File: src/rtl/tty_kbd_in_pkg.sv
// Shared scancode constants, receiver state type and the set-2 to ASCII lookup
// used by the keyboard input path.
package tty_kbd_in_pkg;

    localparam logic [7:0] SC_EXT    = 8'hE0;
    localparam logic [7:0] SC_BRK    = 8'hF0;
    localparam logic [7:0] SC_LSHIFT = 8'h12;
    localparam logic [7:0] SC_RSHIFT = 8'h59;
    localparam logic [7:0] SC_ENTER  = 8'h5A;
    localparam logic [7:0] SC_BKSP   = 8'h66;
    localparam logic [7:0] ASCII_CR  = 8'h0D;
    localparam logic [7:0] ASCII_BS  = 8'h08;

    typedef enum logic [1:0] {
        RX_IDLE   = 2'd0,
        RX_DATA   = 2'd1,
        RX_PARITY = 2'd2,
        RX_STOP   = 2'd3
    } rx_state_t;

    // Unknown codes map to 0x00, which the caller treats as "nothing to push".
    function automatic logic [7:0] sc2ascii(input logic [7:0] sc, input logic shift);
        logic [15:0] pair;
        pair = 16'h0000;
        case (sc)
            8'h1C: pair = {"a", "A"};  8'h32: pair = {"b", "B"};
            8'h21: pair = {"c", "C"};  8'h23: pair = {"d", "D"};
            8'h24: pair = {"e", "E"};  8'h2B: pair = {"f", "F"};
            8'h34: pair = {"g", "G"};  8'h33: pair = {"h", "H"};
            8'h43: pair = {"i", "I"};  8'h3B: pair = {"j", "J"};
            8'h42: pair = {"k", "K"};  8'h4B: pair = {"l", "L"};
            8'h3A: pair = {"m", "M"};  8'h31: pair = {"n", "N"};
            8'h44: pair = {"o", "O"};  8'h4D: pair = {"p", "P"};
            8'h15: pair = {"q", "Q"};  8'h2D: pair = {"r", "R"};
            8'h1B: pair = {"s", "S"};  8'h2C: pair = {"t", "T"};
            8'h3C: pair = {"u", "U"};  8'h2A: pair = {"v", "V"};
            8'h1D: pair = {"w", "W"};  8'h22: pair = {"x", "X"};
            8'h35: pair = {"y", "Y"};  8'h1A: pair = {"z", "Z"};
            8'h45: pair = {"0", ")"};  8'h16: pair = {"1", "!"};
            8'h1E: pair = {"2", "@"};  8'h26: pair = {"3", "#"};
            8'h25: pair = {"4", "$"};  8'h2E: pair = {"5", "%"};
            8'h36: pair = {"6", "^"};  8'h3D: pair = {"7", "&"};
            8'h3E: pair = {"8", "*"};  8'h46: pair = {"9", "("};
            8'h29: pair = {" ", " "};  8'h0E: pair = {8'h60, "~"};
            8'h4E: pair = {"-", "_"};  8'h55: pair = {"=", "+"};
            8'h54: pair = {"[", "{"};  8'h5B: pair = {"]", "}"};
            8'h5D: pair = {"\\", "|"}; 8'h4C: pair = {";", ":"};
            8'h52: pair = {"'", "\""}; 8'h41: pair = {",", "<"};
            8'h49: pair = {".", ">"};  8'h4A: pair = {"/", "?"};
            default: pair = 16'h0000;
        endcase
        return shift ? pair[7:0] : pair[15:8];
    endfunction

endpackage

File: src/rtl/tty_kbd_in_ps2_rx_frame.sv
// PS/2 frame receiver: synchronises the raw lines, debounces the keyboard
// clock, and assembles start/8 data/odd parity/stop frames into bytes.
module tty_kbd_in_ps2_rx_frame
    import tty_kbd_in_pkg::*;
#(
    parameter int FILTER_LEN  = 8,
    parameter int TIMEOUT_CYC = 50000
) (
    input  logic       clk_50mhz,
    input  logic       rst,
    input  logic       ps2_clk,
    input  logic       ps2_data,
    output logic [7:0] rx_byte,
    output logic       rx_valid
);

    localparam int FW = $clog2(FILTER_LEN + 1);
    localparam int TW = $clog2(TIMEOUT_CYC + 1);

    logic          clk_s1, clk_s2, dat_s1, dat_s2;
    logic [FW-1:0] flt_cnt;
    logic          clk_f;
    logic          flt_flip;
    logic          fall;

    rx_state_t     state, state_nx;
    logic [2:0]    bitcnt;
    logic [7:0]    shreg;
    logic          par_bit;
    logic [TW-1:0] to_cnt;
    logic          timeout;
    logic          frame_ok;

    // Two-flop synchronisers; lines idle high.
    always_ff @(posedge clk_50mhz) begin
        if (rst) begin
            {clk_s1, clk_s2, dat_s1, dat_s2} <= 4'b1111;
        end else begin
            clk_s1 <= ps2_clk;
            clk_s2 <= clk_s1;
            dat_s1 <= ps2_data;
            dat_s2 <= dat_s1;
        end
    end

    assign flt_flip = (clk_s2 != clk_f) && (flt_cnt == FW'(FILTER_LEN - 1));
    assign fall     = flt_flip && clk_f;

    // Filtered clock only follows the raw level after FILTER_LEN differing samples.
    always_ff @(posedge clk_50mhz) begin
        if (rst) begin
            clk_f   <= 1'b1;
            flt_cnt <= '0;
        end else if (clk_s2 == clk_f) begin
            flt_cnt <= '0;
        end else if (flt_flip) begin
            clk_f   <= clk_s2;
            flt_cnt <= '0;
        end else begin
            flt_cnt <= flt_cnt + 1'b1;
        end
    end

    assign timeout = (state != RX_IDLE) && (to_cnt == TW'(TIMEOUT_CYC - 1));

    // Frame state register.
    always_ff @(posedge clk_50mhz) begin
        if (rst) state <= RX_IDLE;
        else     state <= state_nx;
    end

    // Next state and frame acceptance; a fall always beats a timeout.
    always_comb begin
        state_nx = state;
        frame_ok = 1'b0;
        if (fall) begin
            case (state)
                RX_IDLE:   if (!dat_s2) state_nx = RX_DATA;
                RX_DATA:   if (bitcnt == 3'd7) state_nx = RX_PARITY;
                RX_PARITY: state_nx = RX_STOP;
                RX_STOP: begin
                    state_nx = RX_IDLE;
                    frame_ok = dat_s2 && (^{shreg, par_bit});
                end
                default:   state_nx = RX_IDLE;
            endcase
        end else if (timeout) begin
            state_nx = RX_IDLE;
        end
    end

    // Shift register, bit counter, idle timer and the byte strobe.
    always_ff @(posedge clk_50mhz) begin
        if (rst) begin
            bitcnt   <= '0;
            shreg    <= '0;
            par_bit  <= 1'b0;
            to_cnt   <= '0;
            rx_byte  <= '0;
            rx_valid <= 1'b0;
        end else begin
            rx_valid <= frame_ok;
            if (frame_ok) rx_byte <= shreg;
            if (state == RX_IDLE || fall) to_cnt <= '0;
            else                          to_cnt <= to_cnt + 1'b1;
            if (fall) begin
                case (state)
                    RX_IDLE:   bitcnt <= '0;
                    RX_DATA: begin
                        shreg[bitcnt] <= dat_s2;
                        bitcnt        <= bitcnt + 1'b1;
                    end
                    RX_PARITY: par_bit <= dat_s2;
                    default:   ;
                endcase
            end
        end
    end

endmodule

File: src/rtl/tty_kbd_in.sv
// TTY keyboard input: scancode decoder, character FIFO and the CPU read
// handshake (one pop per rising edge of Memread).
module tty_kbd_in
    import tty_kbd_in_pkg::*;
#(
    parameter int FIFO_AW     = 4,
    parameter int FILTER_LEN  = 8,
    parameter int TIMEOUT_CYC = 50000
) (
    input  logic        clk_50mhz,
    input  logic        rst,
    input  logic        ps2_clk,
    input  logic        ps2_data,
    input  logic        Memread,
    output logic [31:0] kbd_data,
    output logic        kbd_ready,
    output logic        kbd_ovf
);

    logic [7:0]     rx_byte;
    logic           rx_valid;
    logic           shift_f, brk_f, ext_f;
    logic           push_en;
    logic [7:0]     push_char;
    logic [7:0]     lut_char;
    logic           is_shift;

    logic [7:0]     mem [2**FIFO_AW];
    logic [FIFO_AW:0] wr_ptr, rd_ptr, wr_nx, rd_nx;
    logic           empty, full, pop, push_ok, rdflag;

    tty_kbd_in_ps2_rx_frame #(
        .FILTER_LEN (FILTER_LEN),
        .TIMEOUT_CYC(TIMEOUT_CYC)
    ) u_rx (
        .clk_50mhz(clk_50mhz),
        .rst      (rst),
        .ps2_clk  (ps2_clk),
        .ps2_data (ps2_data),
        .rx_byte  (rx_byte),
        .rx_valid (rx_valid)
    );

    assign lut_char = sc2ascii(rx_byte, shift_f);
    assign is_shift = (rx_byte == SC_LSHIFT) || (rx_byte == SC_RSHIFT);

    // Decoder: track prefix/shift flags and register one char push per make code.
    always_ff @(posedge clk_50mhz) begin
        if (rst) begin
            shift_f   <= 1'b0;
            brk_f     <= 1'b0;
            ext_f     <= 1'b0;
            push_en   <= 1'b0;
            push_char <= '0;
        end else begin
            push_en <= 1'b0;
            if (rx_valid) begin
                if (rx_byte == SC_EXT) begin
                    ext_f <= 1'b1;
                end else if (rx_byte == SC_BRK) begin
                    brk_f <= 1'b1;
                end else if (brk_f) begin
                    if (is_shift) shift_f <= 1'b0;
                    brk_f <= 1'b0;
                    ext_f <= 1'b0;
                end else if (ext_f) begin
                    ext_f <= 1'b0;
                end else if (is_shift) begin
                    shift_f <= 1'b1;
                end else if (rx_byte == SC_ENTER) begin
                    push_en   <= 1'b1;
                    push_char <= ASCII_CR;
                end else if (rx_byte == SC_BKSP) begin
                    push_en   <= 1'b1;
                    push_char <= ASCII_BS;
                end else if (lut_char != 8'h00) begin
                    push_en   <= 1'b1;
                    push_char <= lut_char;
                end
            end
        end
    end

    // Handshake: pop only on a fresh Memread edge with data waiting. A pop in
    // the same cycle frees the slot a full-FIFO push needs.
    assign empty   = (wr_ptr == rd_ptr);
    assign full    = (wr_ptr[FIFO_AW] != rd_ptr[FIFO_AW]) &&
                     (wr_ptr[FIFO_AW-1:0] == rd_ptr[FIFO_AW-1:0]);
    assign pop     = Memread && !rdflag && !empty;
    assign push_ok = push_en && (!full || pop);
    assign wr_nx   = wr_ptr + (FIFO_AW + 1)'(push_ok);
    assign rd_nx   = rd_ptr + (FIFO_AW + 1)'(pop);

    // FIFO storage.
    always_ff @(posedge clk_50mhz) begin
        if (push_ok) mem[wr_ptr[FIFO_AW-1:0]] <= push_char;
    end

    // Pointers, read data, ready/overflow flags and the Memread edge tracker.
    always_ff @(posedge clk_50mhz) begin
        if (rst) begin
            wr_ptr    <= '0;
            rd_ptr    <= '0;
            kbd_data  <= '0;
            kbd_ready <= 1'b0;
            kbd_ovf   <= 1'b0;
            rdflag    <= 1'b0;
        end else begin
            wr_ptr    <= wr_nx;
            rd_ptr    <= rd_nx;
            kbd_ready <= (wr_nx != rd_nx);
            rdflag    <= Memread;
            if (pop) kbd_data <= {24'h0, mem[rd_ptr[FIFO_AW-1:0]]};
            if (push_en && full && !pop) kbd_ovf <= 1'b1;
        end
    end

endmodule
File: config.mk
export PLATFORM = sky130hd
export DESIGN_NAME = tty_kbd_in
export DESIGN_NICKNAME = d
export VERILOG_FILES = /design/src/rtl/tty_kbd_in_pkg.sv /design/src/rtl/tty_kbd_in_ps2_rx_frame.sv /design/src/rtl/tty_kbd_in.sv
export SDC_FILE = /design/constraint.sdc
export NUM_CORES = 1
export LEC_CHECK = 0
export ABC_AREA = 0
export CAP_MARGIN = 20
export CORE_MARGIN = 4
export CORE_UTILIZATION = 60
export CTS_CLUSTER_SIZE = 40
export DETAILED_ROUTE_END_ITERATION = 6
export GPL_ROUTABILITY_DRIVEN = 0
export PLACE_DENSITY = 0.77
export SLEW_MARGIN = 20
export SYNTH_ARGS = -nofsm -noshare
export SYNTH_HDL_FRONTEND = slang
export SYNTH_SLANG_ARGS = --single-unit
File: constraint.sdc
create_clock -name clk_50mhz -period 5.3 [get_ports clk_50mhz]
set_input_delay 0.795 -clock clk_50mhz [delete_from_list [all_inputs] [get_ports clk_50mhz]]
set_output_delay 0.795 -clock clk_50mhz [all_outputs]
set_load 0.02 [all_outputs]
==> impl_metrics.toml <==
[synth]
synth_cells = 917
synth_top_cells_by_area = "edfxtp_1 (33%), dfxtp_1 (18%), mux4_2 (7.7%)"
synthesis.area_sq_um = 10200
ys_async_sr_fraction_pct = 0
synth-edff-count = 112
ys_seq_area_share_pct = 51.1
yosysMostFrequentCell = "edfxtp_1"
synth_flop_cell = "edfxtp_1"
ys_seq_elements = 205
yosysWarnings = 0
synthTopCellsByCount = "edfxtp_1 (112), nor2_1 (97), dfxtp_1 (93), nand2_1 (68), a21oi_1 (39)"
synth.top_cell.area_share_pct = 32.9
synth.distinct_cells = 72
synth.avg_cell_area_sq_um = 11.1
yosys.area.top_type = "edfxtp_1"

[floorplan]
rows = 47
num_io_pins = 39
dieHeight_um = 139
fp.coreArea_sq_um = 16600
die-width_um = 139
start_util_pct = 61.4
dieArea_sq_um = 19200

[worst_setup_path]
startpoint = "u_rx.shreg[0]"
worst_r2r_path_depth = 11
crit_path_max_incr_delay_ps = 460
crit_path_cell_trace = "xnor3_1, xnor3_2, mux2_4, nand2_1, a21o_1, inv_1, ha_1, mux2i_1, a211o_1, a221o_1, o221ai_1"
crit_required_ps = 5690
critPathMaxFanout = 27
reg2reg_from = "u_rx.shreg[0]"
crit_path_top_delay_cell = "mux2_4"
reg2reg_slack_ps = 1570
end_kind = "register"
crit_path_start_kind = "register"
worst_ep_arrival_time_ps = 4110
crit_type = "register to register"

[timing]
final_hold_viol_count = 0
fin_crit_ps = 3730
post-route-period-util_pct = 70.3
clock_skew_ps = 23.3
fmax_mhz = 268
max_slew_margin_pct = 37.8
slew_violations = 0
setup_viol = 0
fin_setup_tns_ps = 0
tightest_slew_ps = 929
rsz0062_at_grt = "false"

[placed_design]
dpl.hpwl_um = 15300
io_buffers = 13
place_area_sq_um = 10300
dp.cells = 1097

[pwr]
cellLeakagePower_nw = 3.79
p_per_area_nw_per_um2 = 285
peakVddDrop_mv = 0.215

[drt]
ant_nets = 0
drt-vias-per-instance = 6.45
vias = 7330
drc_errors = 0
drtPass1Iterations = 5
drt_iter0_markers = 885
wire_per_inst_um = 21.1
wl_um = 23900

[worst_hold_path]
worstHoldStart = "u_rx.clk_s1"
hold_path_class = "register to register"

[global_routing]
grt_pass1_vias = 6859
antenna_found_initial = 0
grt_max_degree = 75
grt_use_total_pct = 24.3
grt_pass1_wl_um = 37900
grt.overflow.total = 0

[clock_tree]
clock_sinks = 205
cts_hold_buf = 0
cts_tree = "built"
clkLatencyLatePin_ps = 510
cts_buffers = 22
clk_pin_slew_ps = 60
htreeDepth = 1
cts_setup_buffers = 0
cts_max_path_buffers = 3
cts-root-buf = "clkbuf_16"
post_cts_resized = 0

[layout]
fin_area_sq_um = 11000
antenna_cells = 0
num-fill-cells = 1200
seqCellArea_sq_um = 5230
stdcell_count = 1137
final_nets = 929
layout-drive-gt1-share_pct = 11.2
syn_to_final_growth_pct = 7.92
multiInputGateArea_sq_um = 4580

[run]
cap_violations = 0

[status]
status = "complete, no violations"
==> critical path, delay by kind of cell, from the launching register on <==
kind	cells	cell delay, ps
fa+ha+maj	1	340
compound gates	4	1120
simple gates	1	90
buf+inv	1	200
flops	1	430
xor+xnor	2	790
mux	2	630
==> worst min path at each step <==
stage / endpoint / slack, ps / depth (start not counted)
2_1_floorplan: u_rx.clk_s2 / 390 / 1
4_1_cts: u_rx.clk_s2 / 420 / 1
5_1_grt: u_rx.clk_s2 / 450 / 1
3_5_place_dp: u_rx.clk_s2 / 400 / 1
6_report: u_rx.clk_s2 / 410 / 1
3_3_place_gp: u_rx.clk_s2 / 400 / 1
==> cell type report <==
type | count | share of cell area, %
clock buffer | 25 | 5.09
clock inverter | 15 | 1.12
inverter | 21 | 0.737
multi-input combinational | 631 | 41.6
sequential | 205 | 47.4
tap | 220 | 2.50
timing repair buffer | 20 | 1.61
==> layout by cell type (no fill, tap or decap), drive strengths merged, types with 12 or more instances in the layout <==
cell           count
ha                23
nand3             28
clkinv            13
conb              25
o21ai             30
mux2i             38
mux4              35
a31oi             12
a21oi             39
nor3b             12
clkbuf            25
nor3              30
xnor2             17
xor2              20
nor2              97
clkdlybuf4s50     12
and3              12
inv               21
dfxtp             93
edfxtp           112
nand2             68
==> state kept, by name (all words and copies together) (netlist names), 2 cells and up, named ones only <==
| register | cells |
|---|---|
| kbd_data | 7 |
| mem | 112 |
| push_char | 7 |
| rd_ptr | 5 |
| u_rx.bitcnt | 3 |
| u_rx.flt_cnt | 4 |
| u_rx.rx_byte | 8 |
| u_rx.shreg | 8 |
| u_rx.state | 2 |
| u_rx.to_cnt | 16 |
| wr_ptr | 5 |
==> per-layer routing <==
| layer | global-route usage (%) | up-vias | share of wire [%] | routed length (um) |
|---|---|---|---|---|
| met5 | 0 | - | 0 | 0 |
| met4 | 9.15 | 0 | 3.5 | 835 |
| met3 | 4.18 | 88 | 9.9 | 2370 |
| met2 | 37.8 | 455 | 46 | 11000 |
| met1 | 34.5 | 3476 | 41 | 9760 |
| li1 | - | 3311 | - | - |
==> metrics by stage <==
stage	power [mW]	hold slack, ps	worst slack, ps	util [%]
2_1_floorplan	1.74	389	1660	-
3_3_place_gp	1.73	400	1670	62.0
3_5_place_dp	1.73	398	1620	62.0
4_1_cts	3.16	416	1610	66.1
5_1_grt	3.24	450	1360	66.3
6_report	3.14	413	1570	66.3
==> power breakdown <==
part / switching (mW) / internal (mW)
Combinational: 0.0285 / 0.00493
Sequential: 0.00179 / 1.66
Clock: 0.629 / 0.820
==> kinds of logic (layout without fill, tap and decap cells) <==
kind of cell    Yosys count  in the layout  share of synthesized area, %
simple gates            310            310                          14.8
flops                   205            205                          51.1
compound gates          154            154                          10.1
buf+inv                 105             81                          5.19
mux                      80             80                          12.3
xor+xnor                 39             39                          3.62
fa+ha+maj                23             23                          2.82
other cells               1             25                        0.0367
Note: power is estimated with default switching activity, not from simulation.
==> patch: new RTL, same settings <==
Encoding of `rx_state_t`: now one-hot (4 bits for 4 states).
--- a/src/rtl/tty_kbd_in_pkg.sv
+++ b/src/rtl/tty_kbd_in_pkg.sv
@@ -11,11 +11,11 @@
     localparam logic [7:0] ASCII_CR  = 8'h0D;
     localparam logic [7:0] ASCII_BS  = 8'h08;
 
-    typedef enum logic [1:0] {
-        RX_IDLE   = 2'd0,
-        RX_DATA   = 2'd1,
-        RX_PARITY = 2'd2,
-        RX_STOP   = 2'd3
+    typedef enum logic [3:0] {
+        RX_IDLE   = 4'b0001,
+        RX_DATA   = 4'b0010,
+        RX_PARITY = 4'b0100,
+        RX_STOP   = 4'b1000
     } rx_state_t;
 
     // Unknown codes map to 0x00, which the caller treats as "nothing to push".
Formal check against the unedited RTL: same outputs for any inputs over 4 cycles, from zero or initial values and one cycle with rst high; so few cycles prove little.
==> patch against the original RTL <==
Area after synthesis fell by 1.6%; first-iteration DRC count down 22%; maximum frequency is 1.7% higher; largest power group unchanged; sequential share of layout area grew 0.83 points; count of clock-buffer cells in the layout did not move; clock skew grew 0.0021 ns; non-clock buffer count is 1 higher; sequential cell count rose by 2; routed wire length is 8.4% lower; synthesized cell count decreased by 2.5%; highest routed layer unchanged; power rose by 2.7%; setup slack gained 0.064 ns; design area down 0.98%.
==> patch: results (changes against the original RTL) <==
| Metric | Value |
|---|---|
| Crit path max-delay cell type | `a21o_1` |
| Number of enable flip-flop cells after synthesis | `112 (unchanged)` |
| Hold Violations, Final | `0 (unchanged)` |
| Drt first pass iters | `6 (+1)` |
| Peak per-stage delay on the critical path | `0.53 ns (+0.07 ns)` |
| YS warnings | `0 (unchanged)` |
| Port Buf Inserts | `13 (unchanged)` |
| Critical path peak fanout | `21 (-22%)` |
| CP Data Arrival Time | `4.07 ns (-0.04 ns)` |
| Filler cells | `1224 (+2.0%)` |
| Detail Placement HPWL | `14200 µm (-6.8%)` |
| Clock-pin slew on the worst setup and hold paths | `0.06 ns (about the same)` |
| Setup TNS | `0 ns (unchanged)` |
| Inserted Diodes | `0 (unchanged)` |
| Clock buffers | `25 (unchanged)` |
| Initial antenna violation count | `0 (unchanged)` |
| Largest cells by area after synthesis | `edfxtp_1 33%, dfxtp_1 19%, mux4_2 7.8%` |
| # setup viols final | `0 (unchanged)` |
| Total track usage | `0.236 (-0.00723)` |
| PostCTS Resize Cnt | `0 (unchanged)` |
| Seq/Total Area, Yosys | `0.523 (+0.0121)` |
| CTS root buffer | `clkbuf_16` |
| Worst Tran Pin Value | `0.956 ns (+0.0263 ns)` |
| Multi-input gates | `612 (-3.0%)` |
| Delay-heaviest family, CP | `compound AO/OA/AOI/OAI gates` |
| NonClk Buf Share | `0.0170 (+0.000846)` |
| Post-CTS Setup Inserts | `0 (unchanged)` |
| LEAKAGE | `3.77 nW (-0.52%)` |
| Worst-skew pair later-pin latency | `0.51 ns (about the same)` |
| #FFs+latches synth | `207 (+0.98%)` |
| Vias per cell | `6.22 (-3.6%)` |
| Clock Network Area Fraction | `0.0658 (+0.00359)` |
| Run status | `finished clean` |
| Synth unique cells | `75 (+4.2%)` |
| Signal buffers | `21 (+5.0%)` |
| Layout cells sized above 1 | `0.119 (+0.00643)` |
| Final Max Tran Viols | `0 (unchanged)` |
| Routed wire per std cell | `19.6 µm (-7.1%)` |
| Multi-input combinational area share | `0.403 (-0.0129)` |
| VDD IR max | `0.237 mV (+10%)` |
| Top cells by count, synth | `112 x edfxtp_1, 96 x nor2_1, 95 x dfxtp_1` |
| Seq. cell area | `0.00527 mm² (+0.77%)` |
| Vias in the first global route | `6431 (-6.2%)` |
| Starting DRT DRC Count | `687 (-22%)` |
| Inverters | `21 (unchanged)` |
| Fin Clk Skew | `0.0254 ns (+0.00208 ns)` |
| CTS Buf Count | `22 (unchanged)` |
| Largest net degree at the start of global routing | `50 (-33%)` |
| First-pass GRT wire length | `34700 µm (-8.4%)` |
| Final nets | `909 (-2.2%)` |
| # hold bufs at CTS | `0 (unchanged)` |
[patch: final timing paths]
kind                            depth (start not counted)                endpoint                       start  slack [ns]
worst max-delay path                                   10               flip-flop  u_rx.flt_cnt[0]$_SDFF_PP0_        1.64
worst min-delay path                                    1  u_rx.dat_s2$_SDFF_PP1_      u_rx.dat_s1$_SDFF_PP1_        0.41
worst max register to register                         10               flip-flop  u_rx.flt_cnt[0]$_SDFF_PP0_        1.64
worst min register to register                          1  u_rx.dat_s2$_SDFF_PP1_      u_rx.dat_s1$_SDFF_PP1_        0.41
[patch: power by group]
part | leakage, nW | total (mW) | switching (mW) | internal, mW
Combinational | 1.58 | 0.0321 | 0.0275 | 0.00459
Sequential | 1.83 | 1.68 | 0.00202 | 1.68
Clock | 0.358 | 1.52 | 0.610 | 0.909
[patch: through the flow]
stage               worst slack [ns]  instance area [µm²]  cells
floorplan                       1.81                10200    918
global placement                1.78                10200   1081
global route                    1.17                10900   1121
CTS                             1.69                10900   1121
finish                          1.64                10900   1121
detailed placement              1.71                10200   1081
[patch: kinds of logic (layout without fill, tap and decap cells)]
logic type | count (synthesis) | count (layout) | synth area share
and+or+nand+nor | 290 | 290 | 0.139
DFF | 207 | 207 | 0.523
AOI/OAI and AO/OA | 165 | 165 | 0.109
buffers and inverters | 99 | 82 | 0.0499
muxes | 70 | 70 | 0.114
xor gates and xnor gates | 43 | 43 | 0.0409
adders and majority gates | 19 | 19 | 0.0236
other | 1 | 25 | 0.000373
[patch: layer usage]
layer	share of wire	up-vias	wire length, µm	GRT usage
met5	0	-	0	0
met4	0.027	0	602	0.0704
met3	0.062	64	1370	0.0321
met2	0.50	285	10900	0.405
met1	0.41	3390	9040	0.314
li1	-	3231	-	-
